## src/rtl/mems_spi_pkg.sv

```systemverilog
// Shared MEMS DAC SPI definitions: FSM state encoding and DAC frame width.
// Also used by the sequencer so both sides agree on the frame size.
package mems_spi_pkg;

  localparam int DAC_FRAME_W = 24;

  localparam logic [1:0] ST_IDLE  = 2'd0;
  localparam logic [1:0] ST_SHIFT = 2'd1;
  localparam logic [1:0] ST_GAP   = 2'd2;

  typedef enum logic [1:0] {
    IDLE  = ST_IDLE,
    SHIFT = ST_SHIFT,
    GAP   = ST_GAP
  } spi_state_t;

endpackage

```

## src/rtl/mems_spi_tick.sv

```systemverilog
// SCLK phase prescaler: one-cycle tick every HALF_DIV cycles, held in reset by clr.
// Latency: first tick HALF_DIV cycles after clr drops; no backpressure.
module mems_spi_tick #(
  parameter int HALF_DIV = 2
) (
  input  logic clk,
  input  logic rst_n,
  input  logic clr,
  output logic tick
);

  localparam int CNT_W = $clog2(HALF_DIV) + 1;
  localparam logic [CNT_W-1:0] CNT_LAST = CNT_W'(HALF_DIV - 1);

  logic [CNT_W-1:0] div_cnt;

  assign tick = !clr && (div_cnt == CNT_LAST);

  always_ff @(posedge clk or negedge rst_n) begin
    if (!rst_n) begin
      div_cnt <= '0;
    end else if (clr || (div_cnt == CNT_LAST)) begin
      div_cnt <= '0;
    end else begin
      div_cnt <= div_cnt + 1'b1;
    end
  end

endmodule

```

## src/rtl/mems_dac_spi_master.sv

```systemverilog
// 3-wire SPI master for the MEMS quad DAC; busy for 2*HALF_DIV*DATA_W+GAP_CYC cycles per word.
// Backpressure: start is only sampled while busy is low; requests during busy are dropped.
module mems_dac_spi_master
  import mems_spi_pkg::*;
#(
  parameter int DATA_W   = DAC_FRAME_W,
  parameter int HALF_DIV = 2,
  parameter int GAP_CYC  = 2
) (
  input  logic              clk,
  input  logic              rst_n,
  input  logic              start,
  input  logic [DATA_W-1:0] data_in,
  output logic              busy,
  output logic              done,
  output logic              spi_sclk,
  output logic              spi_sync_n,
  output logic              spi_mosi
);

  localparam int BIT_W = $clog2(DATA_W) + 1;
  localparam int GAP_W = $clog2(GAP_CYC) + 1;
  localparam logic [BIT_W-1:0] BIT_LAST = BIT_W'(DATA_W - 1);
  localparam logic [GAP_W-1:0] GAP_LAST = GAP_W'(GAP_CYC - 1);

  spi_state_t        state;
  logic [DATA_W-1:0] shreg;
  logic [BIT_W-1:0]  bit_cnt;
  logic [GAP_W-1:0]  gap_cnt;
  logic              tick;
  logic              tick_clr;

  // Prescaler held clear outside SHIFT so the first high phase is a full HALF_DIV.
  assign tick_clr = (state != SHIFT);

  mems_spi_tick #(
    .HALF_DIV(HALF_DIV)
  ) u_tick (
    .clk  (clk),
    .rst_n(rst_n),
    .clr  (tick_clr),
    .tick (tick)
  );

  always_ff @(posedge clk or negedge rst_n) begin
    if (!rst_n) begin
      state      <= IDLE;
      shreg      <= '0;
      bit_cnt    <= '0;
      gap_cnt    <= '0;
      busy       <= 1'b0;
      done       <= 1'b0;
      spi_sclk   <= 1'b1;
      spi_sync_n <= 1'b1;
      spi_mosi   <= 1'b0;
    end else begin
      done <= 1'b0;
      case (state)
        IDLE: begin
          if (start) begin
            shreg      <= data_in;
            bit_cnt    <= '0;
            busy       <= 1'b1;
            spi_sync_n <= 1'b0;
            spi_mosi   <= data_in[DATA_W-1];
            state      <= SHIFT;
          end
        end
        SHIFT: begin
          if (tick) begin
            if (spi_sclk) begin
              spi_sclk <= 1'b0;
            end else begin
              // End of a low phase: the DAC has sampled this bit on the fall.
              spi_sclk <= 1'b1;
              if (bit_cnt == BIT_LAST) begin
                spi_sync_n <= 1'b1;
                spi_mosi   <= 1'b0;
                gap_cnt    <= '0;
                state      <= GAP;
              end else begin
                shreg    <= {shreg[DATA_W-2:0], 1'b0};
                spi_mosi <= shreg[DATA_W-2];
                bit_cnt  <= bit_cnt + 1'b1;
              end
            end
          end
        end
        GAP: begin
          if (gap_cnt == GAP_LAST) begin
            gap_cnt <= '0;
            busy    <= 1'b0;
            done    <= 1'b1;
            state   <= IDLE;
          end else begin
            gap_cnt <= gap_cnt + 1'b1;
          end
        end
        default: state <= IDLE;
      endcase
    end
  end

endmodule

```

## config.mk

```make
export PLATFORM = sky130hd
export DESIGN_NAME = mems_dac_spi_master
export DESIGN_NICKNAME = d
export VERILOG_FILES = /design/src/rtl/mems_spi_pkg.sv /design/src/rtl/mems_spi_tick.sv /design/src/rtl/mems_dac_spi_master.sv
export SDC_FILE = /design/constraint.sdc
export NUM_CORES = 1
export LEC_CHECK = 0
export BUFFER_PORTS_ARGS = -buffer_cell sky130_fd_sc_hd__buf_2
export CAP_MARGIN = 40
export CORE_MARGIN = 2
export CORE_UTILIZATION = 35
export DETAILED_ROUTE_END_ITERATION = 16
export SLEW_MARGIN = 20
export SYNTH_ARGS = -nofsm -noshare
export SYNTH_HDL_FRONTEND = slang
export SYNTH_SLANG_ARGS = --single-unit
```

## constraint.sdc

```tcl
create_clock -name clk -period 2.85 [get_ports clk]
set_input_delay 0.1425 -clock clk [delete_from_list [all_inputs] [get_ports clk]]
set_output_delay 0.1425 -clock clk [all_outputs]
set_load 0.01 [all_outputs]
```

==> out/qor.yml <==
worst_pin_slew_ns: 0.580
gr-total-overflow: 0
hold_end: "shreg[0]"
cp.arrival_ns: 2.17
synth.distinct_cells: 42
worst-setup-path-type: "reg2reg"
synth_seq_area_share: 0.493
vias: 1421
placed_area_um2: 2220
grt_pass1_vias: 1446
fin_crit_sh: 0.686
gp_congestion: 0.760
drive_above_1_share: 0.391
postCtsSetupBuffers: 0
startpoint_type: "flip-flop"
syn_area_um2: 2040
numCtsBuffers: 5
power.density_nw_per_um2: 1210
fillers: 549
cts.path.max_buffers: 2
grt_pass1_wl_um: 6930
drcViolationCount: 0
num_rows: 27
r2r_slack_ns: 0.90
core_um2: 5570
grt_max_degree: 29
swShare: 0.390
synth_edf_count: 0
cts_max_level: 2
regToRegStartpoint: "u_tick.div_cnt[1]"
setup_viol: 0
syn-num-nets: 190
tritoncts: "done"
max_freq_ghz: 0.512
p_clk_frac: 0.141
power_leakage_nw: 0.951
period_needed_ns: 1.95
hp-class: "in2reg"
cts_num_sinks: 40
avgSynthCellArea_um2: 12.6
postSynth.asyncResetShare: 1.00
p_int_mw: 1.71
dieWidth_um: 80.3
io_pins: 32
final_cell_mix: "dfrtp_1 (38), buf_2 (31), o22ai_1 (24), a2bb2oi_2 (20)"
ys_warn_count: 0
pwr-share-seq: 0.334
worstSetupStartpoint: "u_tick.div_cnt[1]"
die_h_um: 80.3
fin_tns_setup_ns: 0
synthFlopType: "dfrtp_1"
reg2reg_depth: 7
fin_skew_ns: 0.0109
hold_viol_final: 0
rsz0062_at_grt: "no"
worstPathRequired_ns: 3.07
diodes: 0
cap_violations: 0
clock_latency_ns: 0.29
synthCells: 161
port_buffers: 31
dp_hpwl_um: 2640
root_buffer: "clkbuf_8"
ys_ff_latch: 40
relSlewSlack: 0.614
first_pass_iters: 4
power.total_mw: 2.81
slew_violations: 0
worstReg2RegEnd: "spi_mosi"
viasPerCell: 5.38
ir_worst_vdd_mv: 0.640
fin_area_um2: 2320
nets: 220
netSwitchingPower_mw: 1.09
wl_per_cell_um: 15.0
final_common_cell: "dfrtp_1"
worst_setup_path_end_kind: "flip-flop"
ant_nets: 0
path_clk_slew_ns: 0.08
drtIter0Drc: 93
comb_power_share: 0.525
hold_start: "data_in[0]"
wirelength_um: 3960
hold_depth: 2
grt_usage: 0.140
cts_resized: 0
cp_max_fo: 16
status: "complete, no violations"
syn_to_final_growth_pct: 14.0
dieArea_um2: 6440
initial_core_util: 0.365
antenna_found_initial: 0
hold_buffers: 1
## per-stage QoR
step           worst slack, ns  hold slack (ns)  utilization  instances
5_1_grt                  0.750            0.106        0.416        264
3_5_place_dp             0.903           0.0569        0.398        255
2_1_floorplan             1.31           -0.153            -        161
3_3_place_gp             0.841            0.327        0.389        253
6_report                 0.896            0.105        0.416        264
4_1_cts                  0.893           0.0976        0.416        264
## metal layers
layer	GRT usage	part of all wire
met5	0	0
met2	0.207	0.42
met1	0.191	0.52
met3	0.0416	0.049
met4	0.0559	0.011
## synth_stat cells, types with 2 or more instances
cell | count | area, µm²
nand2_1 | 6 | 22.5
nand4_1 | 2 | 12.5
o21ai_1 | 4 | 20.0
dfstp_2 | 2 | 52.6
nor2b_1 | 2 | 12.5
dfrtp_1 | 38 | 951
a2bb2oi_1 | 2 | 17.5
a2bb2oi_2 | 20 | 300
nor2_1 | 5 | 18.8
buf_2 | 2 | 10.0
buf_4 | 3 | 22.5
o21ai_0 | 3 | 15.0
and2_1 | 2 | 12.5
a21oi_1 | 6 | 30.0
buf_6 | 5 | 56.3
nor3_1 | 3 | 15.0
buf_8 | 2 | 30.0
ha_1 | 2 | 25.0
inv_1 | 3 | 11.3
o22ai_1 | 24 | 150
a21o_1 | 3 | 22.5
a32o_1 | 2 | 20.0
## cell type report
class / instances / area [µm²] / share of cell area
Inverter: 3 / 11.3 / 0.00485
Tap cell: 72 / 90.1 / 0.0388
Sequential cell: 40 / 1000 / 0.433
Clock buffer: 6 / 82.6 / 0.0356
Clock inverter: 2 / 10.0 / 0.00432
Multi-Input combinational cell: 105 / 895 / 0.386
Timing Repair Buffer: 36 / 228 / 0.0982
## cell families (layout without fill, tap and decap cells)
logic type | count (synthesis) | after routing | synth area share
AO/OA/AOI/OAI | 71 | 71 | 0.320
XOR/XNOR | 1 | 1 | 0.00430
adder cells (fa/ha/maj) | 2 | 2 | 0.0123
buffers and inverters | 16 | 47 | 0.0676
flip-flops | 40 | 40 | 0.493
multiplexers | 1 | 1 | 0.00553
AND/OR/NAND/NOR | 30 | 30 | 0.0971
## power by group through the flow
stage / logic (mW) / registers (mW) / clock network (mW)
global route: 1.60 / 0.963 / 0.439
floorplan: 1.30 / 0.920 / 0
CTS: 1.48 / 0.938 / 0.407
finish: 1.47 / 0.938 / 0.397
global placement: 1.39 / 0.945 / 0
detailed placement: 1.48 / 0.947 / 0
## critical path: stages, from the launching register on
cell	delay [ns]
dfrtp_1	0.36
inv_1	0.05
ha_1	0.21
and2b_4	0.22
a21o_1	0.51
buf_4	0.38
nor2_1	0.06
nor2_1	0.10
## flip-flops by register name (all words and copies together), names as in the netlist
register and count:
done 1, spi_sclk 1, gap_cnt 2, spi_mosi 1, state 2, shreg 23
u_tick.div_cnt 2, busy 1, bit_cnt 6, spi_sync_n 1
## worst max-delay path by stage
stage                endpoint  slack (ns)
floorplan           shreg[10]        1.31
CTS                  spi_mosi        0.89
global placement    shreg[14]        0.84
global route         spi_mosi        0.75
finish               spi_mosi        0.90
detailed placement  shreg[13]        0.90
Note: power is estimated with default switching activity, not from simulation.
